### config.mk
export PLATFORM = sky130hd
export DESIGN_NAME = mux_scan_seq
export DESIGN_NICKNAME = d
export VERILOG_FILES = /design/src/rtl/mux_pkg.sv /design/src/rtl/mux_n_1.sv /design/src/rtl/mux_scan_seq.sv
export SDC_FILE = /design/constraint.sdc
export NUM_CORES = 1
export LEC_CHECK = 0
export CAP_MARGIN = 20
export CORE_MARGIN = 2
export CORE_UTILIZATION = 39
export DETAILED_ROUTE_END_ITERATION = 10
export PLACE_DENSITY = 0.78
export RECOVER_POWER = 50
export SETUP_SLACK_MARGIN = 0.15
export SLEW_MARGIN = 20
export SYNTH_ARGS = -nofsm -noshare
export SYNTH_HDL_FRONTEND = slang
export SYNTH_SLANG_ARGS = --single-unit
### constraint.sdc
create_clock -name clk -period 2.2 [get_ports clk]
set_clock_uncertainty 0.2 [all_clocks]
set_input_delay 0.33 -clock clk [delete_from_list [all_inputs] [get_ports clk]]
set_output_delay 0.33 -clock clk [all_outputs]
set_load 0.005 [all_outputs]
### src/rtl/mux_pkg.sv
// Shared types and helpers for the channel scan multiplexer.
package mux_pkg;

  typedef enum logic [1:0] {MANUAL, SCAN, STALL} state_e;

  // Select width, never below one bit so a 1-channel select still has a port.
  function automatic int selw(input int n);
    return (n > 1) ? $clog2(n) : 1;
  endfunction

endpackage

### src/rtl/mux_n_1.sv
// Combinational N:1 channel selector; a select outside 0..CHANNELS-1 yields zero.
module mux_n_1 import mux_pkg::*; #(
  parameter int WIDTH    = 4,
  parameter int CHANNELS = 4,
  localparam int SELW    = selw(CHANNELS)
) (
  input  logic [CHANNELS*WIDTH-1:0] din,
  input  logic [SELW-1:0]           sel,
  output logic [WIDTH-1:0]          dout
);

  always_comb begin
    dout = '0;
    for (int k = 0; k < CHANNELS; k++)
      if (sel == SELW'(k)) dout = din[k*WIDTH +: WIDTH];
  end

endmodule

### src/rtl/mux_scan_seq.sv
// Manual/auto-scan channel sequencer with a registered, back-pressured output.
// Optional y_par output (even parity of y) when MUX_SCAN_SEQ_PARITY_EN is defined.
module mux_scan_seq import mux_pkg::*; #(
  parameter int WIDTH    = 4,
  parameter int CHANNELS = 4,
  parameter int DWELL    = 8,
  localparam int SELW    = selw(CHANNELS)
) (
  input  logic                      clk,
  input  logic                      rst,
  input  logic [CHANNELS*WIDTH-1:0] din,
  input  logic [SELW-1:0]           sel,
  input  logic                      mode,
  input  logic                      out_ready,
  output logic [WIDTH-1:0]          y,
  output logic                      y_valid,
  output logic [SELW-1:0]           ch,
  output logic                      wrap
`ifdef MUX_SCAN_SEQ_PARITY_EN
  , output logic                    y_par
`endif
);

  localparam int CNTW = (DWELL > 1) ? $clog2(DWELL) : 1;
  localparam logic [CNTW-1:0] CNT_LAST = CNTW'(DWELL - 1);
  localparam logic [SELW-1:0] CH_LAST  = SELW'(CHANNELS - 1);

  state_e            state_q, state_d;
  logic [CNTW-1:0]   cnt_q, cnt_d;
  logic [SELW-1:0]   scan_q, scan_d;
  logic [WIDTH-1:0]  y_q, y_d;
  logic [SELW-1:0]   ch_q, ch_d;
  logic              vld_q, vld_d;
  logic              wrap_q, wrap_d;
  logic              man_load, scan_load;
  logic              can_load;
  logic [SELW-1:0]   mux_sel;
  logic [WIDTH-1:0]  mux_out;

  // The output slot is free when empty or draining this cycle.
  assign can_load = !vld_q || out_ready;
  assign mux_sel  = (state_q == MANUAL) ? sel : scan_q;

  mux_n_1 #(.WIDTH(WIDTH), .CHANNELS(CHANNELS)) u_mux (
    .din  (din),
    .sel  (mux_sel),
    .dout (mux_out)
  );

  always_comb begin
    state_d   = state_q;
    cnt_d     = cnt_q;
    scan_d    = scan_q;
    y_d       = y_q;
    ch_d      = ch_q;
    vld_d     = vld_q && !out_ready;
    wrap_d    = 1'b0;
    man_load  = 1'b0;
    scan_load = 1'b0;
    case (state_q)
      MANUAL: begin
        if (mode) begin
          state_d = SCAN;
          cnt_d   = '0;
          scan_d  = '0;
        end else if (can_load) begin
          man_load = 1'b1;
        end
      end
      SCAN, STALL: begin
        // Leaving scan drops dwell progress but keeps any pending sample.
        if (!mode) begin
          state_d = MANUAL;
          cnt_d   = '0;
          scan_d  = '0;
        end else if (state_q == STALL || cnt_q == CNT_LAST) begin
          if (can_load) begin
            scan_load = 1'b1;
            state_d   = SCAN;
          end else begin
            state_d = STALL;
          end
        end else begin
          cnt_d = cnt_q + CNTW'(1);
        end
      end
      default: state_d = MANUAL;
    endcase
    if (man_load || scan_load) begin
      y_d   = mux_out;
      ch_d  = mux_sel;
      vld_d = 1'b1;
    end
    if (scan_load) begin
      wrap_d = (scan_q == CH_LAST);
      scan_d = (scan_q == CH_LAST) ? '0 : scan_q + SELW'(1);
      cnt_d  = '0;
    end
  end

  always_ff @(posedge clk or posedge rst) begin
    if (rst) begin
      state_q <= MANUAL;
      cnt_q   <= '0;
      scan_q  <= '0;
      y_q     <= '0;
      ch_q    <= '0;
      vld_q   <= 1'b0;
      wrap_q  <= 1'b0;
    end else begin
      state_q <= state_d;
      cnt_q   <= cnt_d;
      scan_q  <= scan_d;
      y_q     <= y_d;
      ch_q    <= ch_d;
      vld_q   <= vld_d;
      wrap_q  <= wrap_d;
    end
  end

`ifdef MUX_SCAN_SEQ_PARITY_EN
  logic par_q;
  always_ff @(posedge clk or posedge rst) begin
    if (rst) par_q <= 1'b0;
    else     par_q <= ^y_d;
  end
  assign y_par = par_q;
`endif

  assign y       = y_q;
  assign ch      = ch_q;
  assign y_valid = vld_q;
  assign wrap    = wrap_q;

endmodule

-- Yosys cells after proc, flatten, opt, wreduce, memory -nomap -nowiden
Index checks and enable logic that the tools add are counted.
- bits in registers: 15
- bits in latches: 0
- bits in writable memories: 0
- memory bits (read-only): 0
- input bits: 22
- output and inout port bits: 8
- word-level logic and storage cells: 62
- memories: 0
- $add $sub $neg: 2
- $mul: 0
- divide/modulo/power cells: 0
- magnitude comparators: 0
- eq/ne operators: 12
- shift operators: 0
- multiplexer cells: 28
- bitwise operators: 0
- reduce and logical (&&, ||, !) cells: 13
- operator list (cell ; count):
    2-bit two-way mux ; 9
    4-bit two-way mux ; 4
    3-bit two-way mux ; 4
    3-bit inequality test, second input constant ; 3
    2-bit equality test, second input constant ; 4
    1-bit two-way mux ; 8
    2-bit one-hot mux with 2 select lines ; 2
    3-bit one-hot mux with 2 select lines ; 1
    3-bit AND reduction ; 2
    2-bit by 1-bit equality test with 1-bit output, second input constant ; 2
    2-bit zero test ; 2
    4-bit inequality test, second input constant ; 1
    3-bit by 1-bit adder with 3-bit output, second input constant ; 1
    3-bit equality test, second input constant ; 1
    1-bit logical OR ; 3
    3-bit nonzero test ; 1
    2-bit by 1-bit adder with 2-bit output, second input constant ; 1
    1-bit zero test ; 2
    2-bit inequality test, second input constant ; 1
    2-bit AND reduction ; 1
    2-bit OR reduction ; 1
    1-bit logical AND ; 1

-- Depth between registers and ports, before layout
Gate-level depths: netlist of the first run.
- word-level depth: 8
- gate-level depth with buffers: 7
- depth with buffers taken out: 6

-- By module
Synthesis of the first run repeated with hierarchy kept, for this count alone.
- cells, all modules: 70
- area, all modules: 935.9 µm²
- by module, submodules not included (module ; times used ; cells an instance ; area an instance (µm²)):
    mux_scan_seq ; 1 ; 66 ; 830.8
    mux_n_1 ; 1 ; 4 ; 105.1

-- Least setup slack after synthesis of the first run
Ideal clock, no wire load.
- path kind: reg2reg
- start: register cnt_q[0]
- end: register cnt_q[1]
- arrival time: 1.405 ns
- path slack: 0.474 ns
- stages on the path, launching flop included: 6
- path buffers: 0
- period minus slack after synthesis: 1.726 ns
- cells stage by stage: dfrtp_1 ha_1 ha_1 o211ai_1 o221ai_1 a22o_1
- longest elaborated chain between the ends: 7
- elaborated cells on any way between the ends: 14
- ends and longest elaborated chain (element ; RTL line ; text):
    start: declaration ; mux_scan_seq.sv:29 ; logic [CNTW-1:0] cnt_q, cnt_d;
    start signal: assignment ; mux_scan_seq.sv:112 ; cnt_q <= cnt_d;
    3-bit equality test ; mux_scan_seq.sv:76 ; end else if (state_q == STALL || cnt_q == CNT_LAST) begin
    1-bit logical OR ; mux_scan_seq.sv:76 ;
    1-bit two-way mux ; mux_scan_seq.sv:76 ;
    1-bit two-way mux ; mux_scan_seq.sv:72 ; if (!mode) begin
    1-bit two-way mux ; mux_scan_seq.sv:60 ; case (state_q)
    4-bit inequality test (no line), or another cell as far along ; -- ;
    3-bit AND reduction (no line) ; -- ;
Parallel ways exist; a longest one is shown, timed or not. The select of a mux whose other input is x is not followed.
A chain may end at the register's enable or synchronous reset.

-- Final worst setup path of the first run
- start: register state_q[1]
- end: register y_q[0], in the netlist y[0]
- longest elaborated chain between the ends: 7
- elaborated cells on any way between the ends: 19
- ends and longest elaborated chain (element ; RTL line ; text):
    start: declaration ; mux_scan_seq.sv:28 ; state_e state_q, state_d;
    start signal: assignment ; mux_scan_seq.sv:111 ; state_q <= state_d;
    2-bit zero test ; mux_scan_seq.sv:42, mux_scan_seq.sv:60 ;
    2-bit two-way mux ; mux_scan_seq.sv:42 ; assign mux_sel = (state_q == MANUAL) ? sel : scan_q;
    2-bit zero test ; mux_n_1.sv:15 ; if (sel == SELW'(k)) dout = din[k*WIDTH +: WIDTH];
    4-bit two-way mux (4 in series) ; mux_n_1.sv:15 ;
    end signal: assignment ; mux_scan_seq.sv:114 ; y_q <= y_d;
    end: declaration ; mux_scan_seq.sv:31 ; logic [WIDTH-1:0] y_q, y_d;
Parallel ways exist; a longest one is shown, timed or not.

==> out/summary.md, run 1 <==
When the netlist entered floorplanning its net count stood at 117. The total power per unit cell area is 988 nW/um2. The net switching share of the total power works out to 37.0%. In the detailed route, the total length drawn on met2 is 902 um.

The kind of start point of the critical path was a register. The endpoint type of the worst setup path is a register. Sequential cells burn 35.8% of the power. For the number of top-level pins, the log shows 30. TritonCTS built the clock tree.

The tools report the count of final max-slew check failures as 0. The number of global-route vias before repair was 805; the maximum number of pins on one net before global-route repair was 16. In the final routing, the length of wire on met1 measures 828 um. The first detailed-routing pass took 4 iterations. The number of hold buffers added after CTS was 0. Internal power comes to 762 uW. For the floorplan row count, the log shows 17.

Relative to the synthesized area, the layout overhead comes to 38.9%. Number of antenna violations at the first check in global routing: 0. The logs give 40.6% for the starting density of the core and 0 for the number of setup violations in the final report. The tools report the count of nets left with antenna violations after detail routing as 0. The slew at the pin closest to its max-slew limit came out at 0.570 ns. The number of flip-flops and latches in the synthesized netlist was 15; the ratio of final minimum period to clock period was 88.7%. Static timing analysis puts the maximum clock frequency at 512 MHz. The cell leakage power came out at 0.540 nW.

IR analysis of the VDD net gives a maximum drop of 535 uV. The logs give 2 for the maximum buffer depth of the clock tree and 0.28 ns for the latest clock arrival within the worst-skew pair. For the number of buffers inserted during clock tree synthesis, the log shows 3. The tools report the placeable core area as 2170 um2.

In this run, distinct cell masters in the synthesized netlist total 26. The logs give 0.882 for the routability congestion estimate from global placement and 210 for the filler cell count in the final layout. The fraction of the yosys area taken by sequential cells was 42.6%. In this run the tightest slew margin relative to its limit is 62.0%. The maximum fanout along the worst path is 6, and the count of nets after finishing is 150. The fraction of layout instances using a drive strength above 1 was 4.13%. The max-cap violation count was 0; the smallest hold slack was 0.284 ns. The logs give 0 for the total congestion overflow and 2.21 ns for the required time of the critical path.

The worst setup path is of the reg -> reg kind. The final route contains 773 vias. The area share of the largest cell type after synthesis came out at 42.6%. The horizontal extent of the die works out to 51.5 um. During placement, the flow inserted port buffers numbering 29.

Per report_power, the clock group accounts for 12.7% of the total. Combinational logic is responsible for 51.4% of the overall power. Highest routing layer actually used: met4.

The number of antenna repair diodes was 0. At the worst endpoint, the arrival time is 1.96 ns. The depth of the CTS H-tree was 1; the total length of routed met3 wires was 152 um. After routing, the total negative slack on setup checks comes to 0 ns. The average cell area after synthesis came out at 9.90 um2. Clock net sink count: 15. The routed design has 1900 um of wire.

The library cell with the largest summed area after synthesis is dfrtp_1. After detailed routing, the number of vias per cell comes to 5.19. The run gives 482 um2 as the multi-input combinational cell area.

Detailed placement ended at an HPWL of 1540 um. For this run, the number of Yosys warnings is 0. The analysis attributes to net switching a power of 447 uW.

Summing every instance area after synthesis gives 881 um2. The flow ran to the end, and the final reports show no timing, DRC or antenna violations. Global routing used 17.3% of the available tracks across all layers. CTS placed an instance of clkbuf_4 at the clock tree root.

The global-route wire length before repair was 3330 um. Setup repair after global routing could not meet its margin everywhere. Clock transition time at the flip-flop clock pins of the worst setup and hold paths: 0.09 ns. The path class of the tightest hold or removal check is reg -> reg. In the final routed layout, each cell accounts on average for 12.8 um. The logs give 0 for the count of endpoints failing hold in the final timing report and 0 for the post-detailed-route DRC marker count.

The die covers 2650 um2. The violation count after the first detailed-routing iteration came out at 5. Ranked by total cell area, the synthesized netlist is headed by dfrtp_1 43%, ha_1 8.5%, mux2i_1 6.8%, nand2_1 5.5%, o221ai_1 5.0%.

The post-layout minimum cycle time is 1.95 ns, and the area taken by flip-flops and latches is 375 um2. The synthesized instance count was 89; the die height was 51.5 um.
-- worst max-delay path, stage by stage, from the launching register on --
cell,delay (ns)
dfrtp_1,0.41
inv_1,0.06
ha_2,0.37
o211ai_1,0.15
a21oi_1,0.35
o221ai_1,0.19
o21ai_1,0.14
-- sequential cells by signal (all words and copies together) (netlist names) --
register	flops
scan_q	2
wrap	1
y	4
ch	2
y_valid	1
state_q	2
cnt_q	3
-- routing by layer --
layer	track usage [%]	up-vias
li1	-	393
met1	20.0	345
met2	27.6	33
met3	6.03	2
met4	10.1	0
met5	0	-
-- cells in the mapped netlist, drive strengths merged --
cell type and instances:
o41ai 1, a32oi 1, o31ai 1, o211ai 1, and2 4, a2bb2oi 1
mux2i 7, o221ai 5, nand2b 2, nand3 1, nand2 13, nor2 3
ha 6, a31oi 1, nor2b 3, dfrtp 15, a22o 2, nor4b 1
buf 1, a21o 1, o21ai 12, nor3 1, a21oi 2, inv 4
-- layout make-up --
cell class / instances / area share (%)
Sequential cell: 15 / 30.7
Inverter: 4 / 1.23
Clock buffer: 4 / 2.15
Multi-Input combinational cell: 69 / 39.4
Timing Repair Buffer: 29 / 23.7
Tap cell: 28 / 2.86
-- cells by family (layout without fill, tap and decap cells) --
group | count (synthesis) | after routing | synth area share (%)
DFF | 15 | 15 | 42.6
and+or+nand+nor | 28 | 28 | 15.3
buffers and inverters | 5 | 37 | 2.98
muxes | 7 | 7 | 9.38
adders and majority gates | 6 | 6 | 8.52
AOI/OAI and AO/OA | 28 | 28 | 21.2
-- cell usage in the layout, fill, tap and decap left out, types with 4 or more instances in the layout --
| cell | instances |
|---|---|
| clkdlybuf4s50_1 | 25 |
| dfrtp_1 | 15 |
| nand2_1 | 13 |
| o21ai_0 | 8 |
| mux2i_1 | 6 |
| o221ai_1 | 5 |
| ha_1 | 5 |
| and2_1 | 4 |
| inv_1 | 4 |
| o21ai_1 | 4 |
| dlygate4sd3_1 | 4 |
-- power groups by stage --
stage	Combinational [mW]	Clock [mW]	Sequential, mW
2_1_floorplan	0.394	0	0.435
3_3_place_gp	0.609	0	0.438
3_5_place_dp	0.622	0	0.438
4_1_cts	0.624	0.162	0.435
5_1_grt	0.708	0.179	0.449
6_report	0.621	0.154	0.433
-- timing repair --
| action | CTS | global route |
|---|---|---|
| resized for setup | 0 | 1 |
| endpoints found under the setup margin | 0 | 6 |
| setup buffers | 0 | 0 |
-- per-stage QoR --
| step | instances | worst slack (ns) | util, % | cell area (um2) | total power [mW] |
|---|---|---|---|---|---|
| 2_1_floorplan | 89 | 0.474 | - | 881 | 0.829 |
| 3_3_place_gp | 145 | 0.198 | 55.1 | 1190 | 1.05 |
| 3_5_place_dp | 145 | 0.156 | 55.1 | 1190 | 1.06 |
| 4_1_cts | 149 | 0.179 | 56.3 | 1220 | 1.22 |
| 5_1_grt | 149 | 0.136 | 56.4 | 1220 | 1.34 |
| 6_report | 149 | 0.248 | 56.4 | 1220 | 1.21 |
-- final timing paths --
check,cells after the start,start,to,slack [ns]
max reg2reg,6,state_q[1],y[0],0.25
max,6,state_q[1],y[0],0.25
min reg2reg,2,ch[1],ch[1],0.28
min,2,ch[1],ch[1],0.28
min in group asynchronous,2,rst,ch[1],0.33
max in group asynchronous,2,rst,scan_q[1],1.09
Power figures use the tool's default switching activity.
==> run 2: changes to the inputs <==
Settings changed: CORE_UTILIZATION 39 to 40, PLACE_DENSITY 0.78 to 0.8, SETUP_SLACK_MARGIN 0.15 to default.
==> out/summary.md, run 2 (same netlist as run 1, synthesis figures left out) <==
The count of final max-slew check failures came out at 0 (unchanged). The tools report the number of setup violations in the final report as 0 (unchanged). In this run the clock root is driven by a clkbuf_4. The fraction of layout instances using a drive strength above 1 came out at 4.13% (unchanged). The endpoint arrival time on the critical path is 1.97 ns (about the same). The placeable core area is 2020 um2 (-6.8%), and the maximum achievable frequency is 510 MHz (-0.52%). The run finished with clean final reports. The violation count after the first detailed-routing iteration is 16 (+11).

For the number of iterations in the first detailed-routing pass, the log shows 4 (unchanged). The logs give 0 (unchanged) for the number of antenna violations at the first check in global routing and 2590 um2 (-2.3%) for the area enclosed by the die boundary. The run gives 0.826 (-6.4%) as the routability congestion estimate from global placement. The run gives 62.1% (+0.17 points) as the worst relative slew slack. The logs give 0 (unchanged) for the post-CTS setup repair buffer count and 183 (-13%) for the filler cell count in the final layout. The average wire per standard cell is 13.4 um (+5.2%).

The library cell used most frequently in the layout, excluding fill and tap cells, is clkdlybuf4s50_1. Number of buffer and inverter stages on the critical path: 1 (unchanged). The ratio of final minimum period to clock period came out at 89.2% (+0.47 points). Setup repair after global routing left no endpoint under its margin.

Horizontal extent of the die: 50.9 um (-1.2%). The multi-input combinational cell area is 482 um2 (unchanged), and the total power per unit cell area is 997 nW/um2 (+0.88%). Among all stages on the critical path, the largest delay is contributed by dfrtp_1.

HPWL reported at the end of detailed placement: 1580 um (+2.7%). Worst hold-check path type: reg -> reg. The starting density of the core is 43.6% (+3.0 points). For the floorplan row count, the log shows 16 (-1). Worst stage delay on the critical path: 0.41 ns (about the same). The die height works out to 50.9 um (-1.2%). The tools report the max-cap violation count as 0 (unchanged). In the layout the commonest cells are 25 x clkdlybuf4s50_1, 15 x dfrtp_1, 13 x nand2_1. Total vias in the final route: 800 (+3.5%).

The run gives 0.237 ns (-0.0103 ns) as the final worst setup slack. The logs give 18.4% (+1.1 points) for the overall track demand over capacity in global routing and 0 (unchanged) for the count of nets left with antenna violations after detail routing. The run gives 3460 um (+4.2%) as the global-route wire length before repair. TritonCTS built the clock tree.

Compared with the post-synthesis result, the final layout area differs by 38.8%. The post-layout minimum cycle time was 1.96 ns (+0.0103 ns); the count of nets after finishing was 150 (unchanged). The latest clock arrival within the worst-skew pair came out at 0.27 ns (about the same). The cell leakage power is 0.540 nW (unchanged).

The maximum number of pins on one net before global-route repair was 16 (unchanged). For the maximum VDD drop, the log shows 542 uV (+1.3%). The number of global-route vias before repair came out at 811 (+0.75%).

STA classifies the critical path startpoint as a register. The signal on the critical path passes through inv_1 > ha_2 > o211ai_1 > a21oi_1 > o221ai_1 > o21ai_1. Slew at the pin closest to its max-slew limit: 0.567 ns (-0.00261 ns). The run gives 0 (unchanged) as the post-detailed-route DRC marker count.

The hold-fix buffer count after cts is 0 (unchanged), and the setup TNS after final layout is 0 ns (unchanged). The area taken by flip-flops and latches is 375 um2 (unchanged). The tools report the number of top-level pins as 30 (unchanged). The number of buffers added on ports was 29 (unchanged); the post-place setup slack was 0.150 ns (-0.00594 ns). For the post-CTS resize count, the log shows 0 (unchanged). The depth of the CTS H-tree was 1 (unchanged); the routed wire length was 1990 um (+4.5%). The run gives 0 (unchanged) as the total congestion overflow. The number of buffers inserted during clock tree synthesis is 3 (unchanged), and the maximum buffer depth of the clock tree is 2 (unchanged). Maximum fanout along the worst path: 6 (unchanged). The flip-flop count of the largest register, all copies and words added was 4 (unchanged); the number of antenna repair diodes was 0 (unchanged).

For the count of endpoints failing hold in the final timing report, the log shows 0 (unchanged). Grouping stages by cell kind, the critical path spends the most delay in compound AO/OA/AOI/OAI gates. The clock net sink count was 15 (unchanged); the via count normalized by instance count was 5.41 (+4.2%).

The required time of the critical path is 2.20 ns (about the same). By startpoint and endpoint, the worst setup path is classified as reg -> reg. The worst setup path is captured at a register.

The clock transition time at the flip-flop clock pins of the worst setup and hold paths was 0.09 ns (about the same).
run 2: stage by stage:
stage	hold WS (ns)	cell area [um2]	util, %	instances	total power [mW]
6_report	0.279	1220	60.5	148	1.22
3_5_place_dp	0.270	1190	59.0	144	1.07
3_3_place_gp	0.267	1190	59.0	144	1.04
2_1_floorplan	0.0315	881	-	89	0.829
4_1_cts	0.221	1220	60.3	148	1.23
5_1_grt	0.321	1220	60.5	148	1.34
run 2: worst paths after layout:
| check | cells after the start | from | slack, ns | to |
|---|---|---|---|---|
| min in group asynchronous | 2 | rst | 0.34 | cnt_q[2] |
| max | 6 | state_q[1] | 0.24 | y[3] |
| min reg2reg | 2 | ch[0] | 0.28 | ch[0] |
| max reg2reg | 6 | state_q[1] | 0.24 | y[3] |
| max in group asynchronous | 2 | rst | 1.09 | ch[1] |
| min | 2 | ch[0] | 0.28 | ch[0] |
run 2: final cells by class:
type	instances	area share [%]
multi-input combinational	69	39.4
clock buffer	4	2.15
tap	27	2.76
inverter	4	1.23
timing repair buffer	29	23.7
sequential	15	30.7
run 2: layer usage:
metal	up-vias	global-route usage (%)	part of all wire, %
li1	398	-	-
met1	359	21.4	41
met2	37	29.7	49
met3	6	6.14	8.0
met4	0	9.91	1.8
met5	-	0	0
run 2: tightest hold or removal path, stage by stage (launching register included):
cell and delay, ns:
dfrtp_1 0.34, nand2_1 0.05, o21ai_0 0.06
run 2: power by group:
part	total, mW	leakage, nW	switching (mW)	internal (mW)
Combinational	0.627	0.330	0.306	0.321
Clock	0.154	0.0150	0.0834	0.0702
Sequential	0.437	0.195	0.0654	0.372
==> RTL change: new RTL, settings of run 2 <==
`WIDTH` is set to 4 in 2 places; all go to 6.
--- a/src/rtl/mux_n_1.sv
+++ b/src/rtl/mux_n_1.sv
@@ -1,6 +1,6 @@
 // Combinational N:1 channel selector; a select outside 0..CHANNELS-1 yields zero.
 module mux_n_1 import mux_pkg::*; #(
-  parameter int WIDTH    = 4,
+  parameter int WIDTH    = 6,
   parameter int CHANNELS = 4,
   localparam int SELW    = selw(CHANNELS)
 ) (
--- a/src/rtl/mux_scan_seq.sv
+++ b/src/rtl/mux_scan_seq.sv
@@ -1,7 +1,7 @@
 // Manual/auto-scan channel sequencer with a registered, back-pressured output.
 // Optional y_par output (even parity of y) when MUX_SCAN_SEQ_PARITY_EN is defined.
 module mux_scan_seq import mux_pkg::*; #(
-  parameter int WIDTH    = 4,
+  parameter int WIDTH    = 6,
   parameter int CHANNELS = 4,
   parameter int DWELL    = 8,
   localparam int SELW    = selw(CHANNELS)
Ports: changed (resized din and y); port bits go from 30 to 40. No check against the original RTL was run, so the function may have changed too.
==> RTL change against run 2 <==
Power grew 7.6%. Cell area grew 22%. Sequential cell count up 2. Clock power rose by 15%. Routed wire length is 35% higher. Worst setup slack got worse by 65 ps. Area after synthesis grew 18%. Critical path type unchanged.
==> RTL change: results (changes against run 2) <==
Drt via density = 5.37 (-0.58%)
Net count reported at finish = 186 (+24%)
Fraction of layout cells with a size suffix above 1 = 8.72% (+4.6 points)
N_diodes = 0 (unchanged)
CP max stage cell = dfrtp_1
# resized after CTS = 0 (unchanged)
YS warnings = 0 (unchanged)
Max_slew headroom = 58.7% (-3.5 points)
First-pass GRT wire length = 4.22 mm (+22%)
H-tree depth = 1 (unchanged)
Post-DP HPWL = 2.19 mm (+38%)
Routability cong. = 0.846 (+2.4%)
Worst vdd ir = 0.478 mV (-12%)
Synth Cell Area = 1040 um2 (+18%)
Met1 usage = 24.8% (+3.4 points)
Clock root cell = clkbuf_4
Syn nets = 142 (+21%)
Skew-Pair Late Insertion Delay = 300 ps (+30 ps)
Placed Instances = 175 (+22%)
DR pass1 iterations = 4 (unchanged)
Iter 0 DRT Violations = 24 (+8)
GR Util met3 = 3.23% (-2.9 points)
Crit path DAT = 2030 ps (+60 ps)
Reg2reg start = state_q[0]
Pin count of the biggest net entering global routing = 18 (+2)
Initial antenna violation count = 0 (unchanged)
Total setup buffers inserted after CTS = 0 (unchanged)
Total track usage = 20.2% (+1.8 points)
Vias = 962 (+20%)
Total gr overflow = 0 (unchanged)
Asr flop ratio synth = 100% (unchanged)
Leakage = 0.000687 uW (+27%)
Place WS = 54.2 ps (-95.4 ps)
Cts bufs inserted = 3 (unchanged)
Post-Place Cell Area = 1470 um2 (+23%)
Grt met2 use = 32.7% (+3.1 points)
CTS max path bufs = 2 (unchanged)
Routed wl met2 = 1.34 mm (+39%)
Crit path kind = register to register
Number of global-route vias before repair = 953 (+18%)
CTS clk-pin slew, worst paths = 100 ps
Crit path max fanout = 9 (+3)
Worst min path class = register to register
WL met1 = 1.16 mm (+41%)
Max reg flops = 6 (+2)
Highest routed layer = met4
Status = complete, no violations
Post-synthesis sequential area ratio = 40.9% (-1.7 points)
Avg WL per Cell = 15.0 um (+12%)
Crit-path leading delay family = flip-flops
Min-delay src = cnt_q[0]
Post-Syn Area per Cell = 9.82 um2 (-0.77%)
DR WL met3 = 109 um (-31%)
Crit path largest cell delay = 400 ps
# port buffers = 39 (+34%)
Post-synthesis cell type count = 28 (+7.7%)
Top cells by area, synth = dfrtp_1 41%, nand2_1 8.3%, ha_1 7.2%
Commonest cells in the synthesized netlist = 23 x nand2_1, 17 x dfrtp_1, 8 x and3_1, 8 x o22ai_1
## RTL change: final timing paths
| check | endpoint | slack [ps] | cells past startpoint |
|---|---|---|---|
| setup / recovery | y[0] | 170 | 6 |
| hold / removal | cnt_q[0] | 290 | 1 |
| setup reg to reg | y[0] | 170 | 6 |
| hold reg to reg | cnt_q[0] | 290 | 1 |
| max in group asynchronous | scan_q[1] | 1060 | 2 |
| min in group asynchronous | ch[1] | 340 | 2 |
## RTL change: final cells by class
type                       count  area [um2]
clock buffer                   4        26.3
fill                         212         983
inverter                       6        22.5
multi-input combinational     81         577
sequential                    17         425
tap                           30        37.5
timing repair buffer          41         405
## RTL change: where the power goes
part	internal, uW	switching (uW)
clock network	70.7	106
logic	356	316
registers	409	53.0
## RTL change: cells by family after synthesis
kind of cell,Yosys count,synth area share (%)
muxes,4,5.53
adders and majority gates,6,7.21
AOI/OAI and AO/OA,30,22.7
buffers and inverters,8,3.97
DFF,17,40.9
and+or+nand+nor,41,19.7
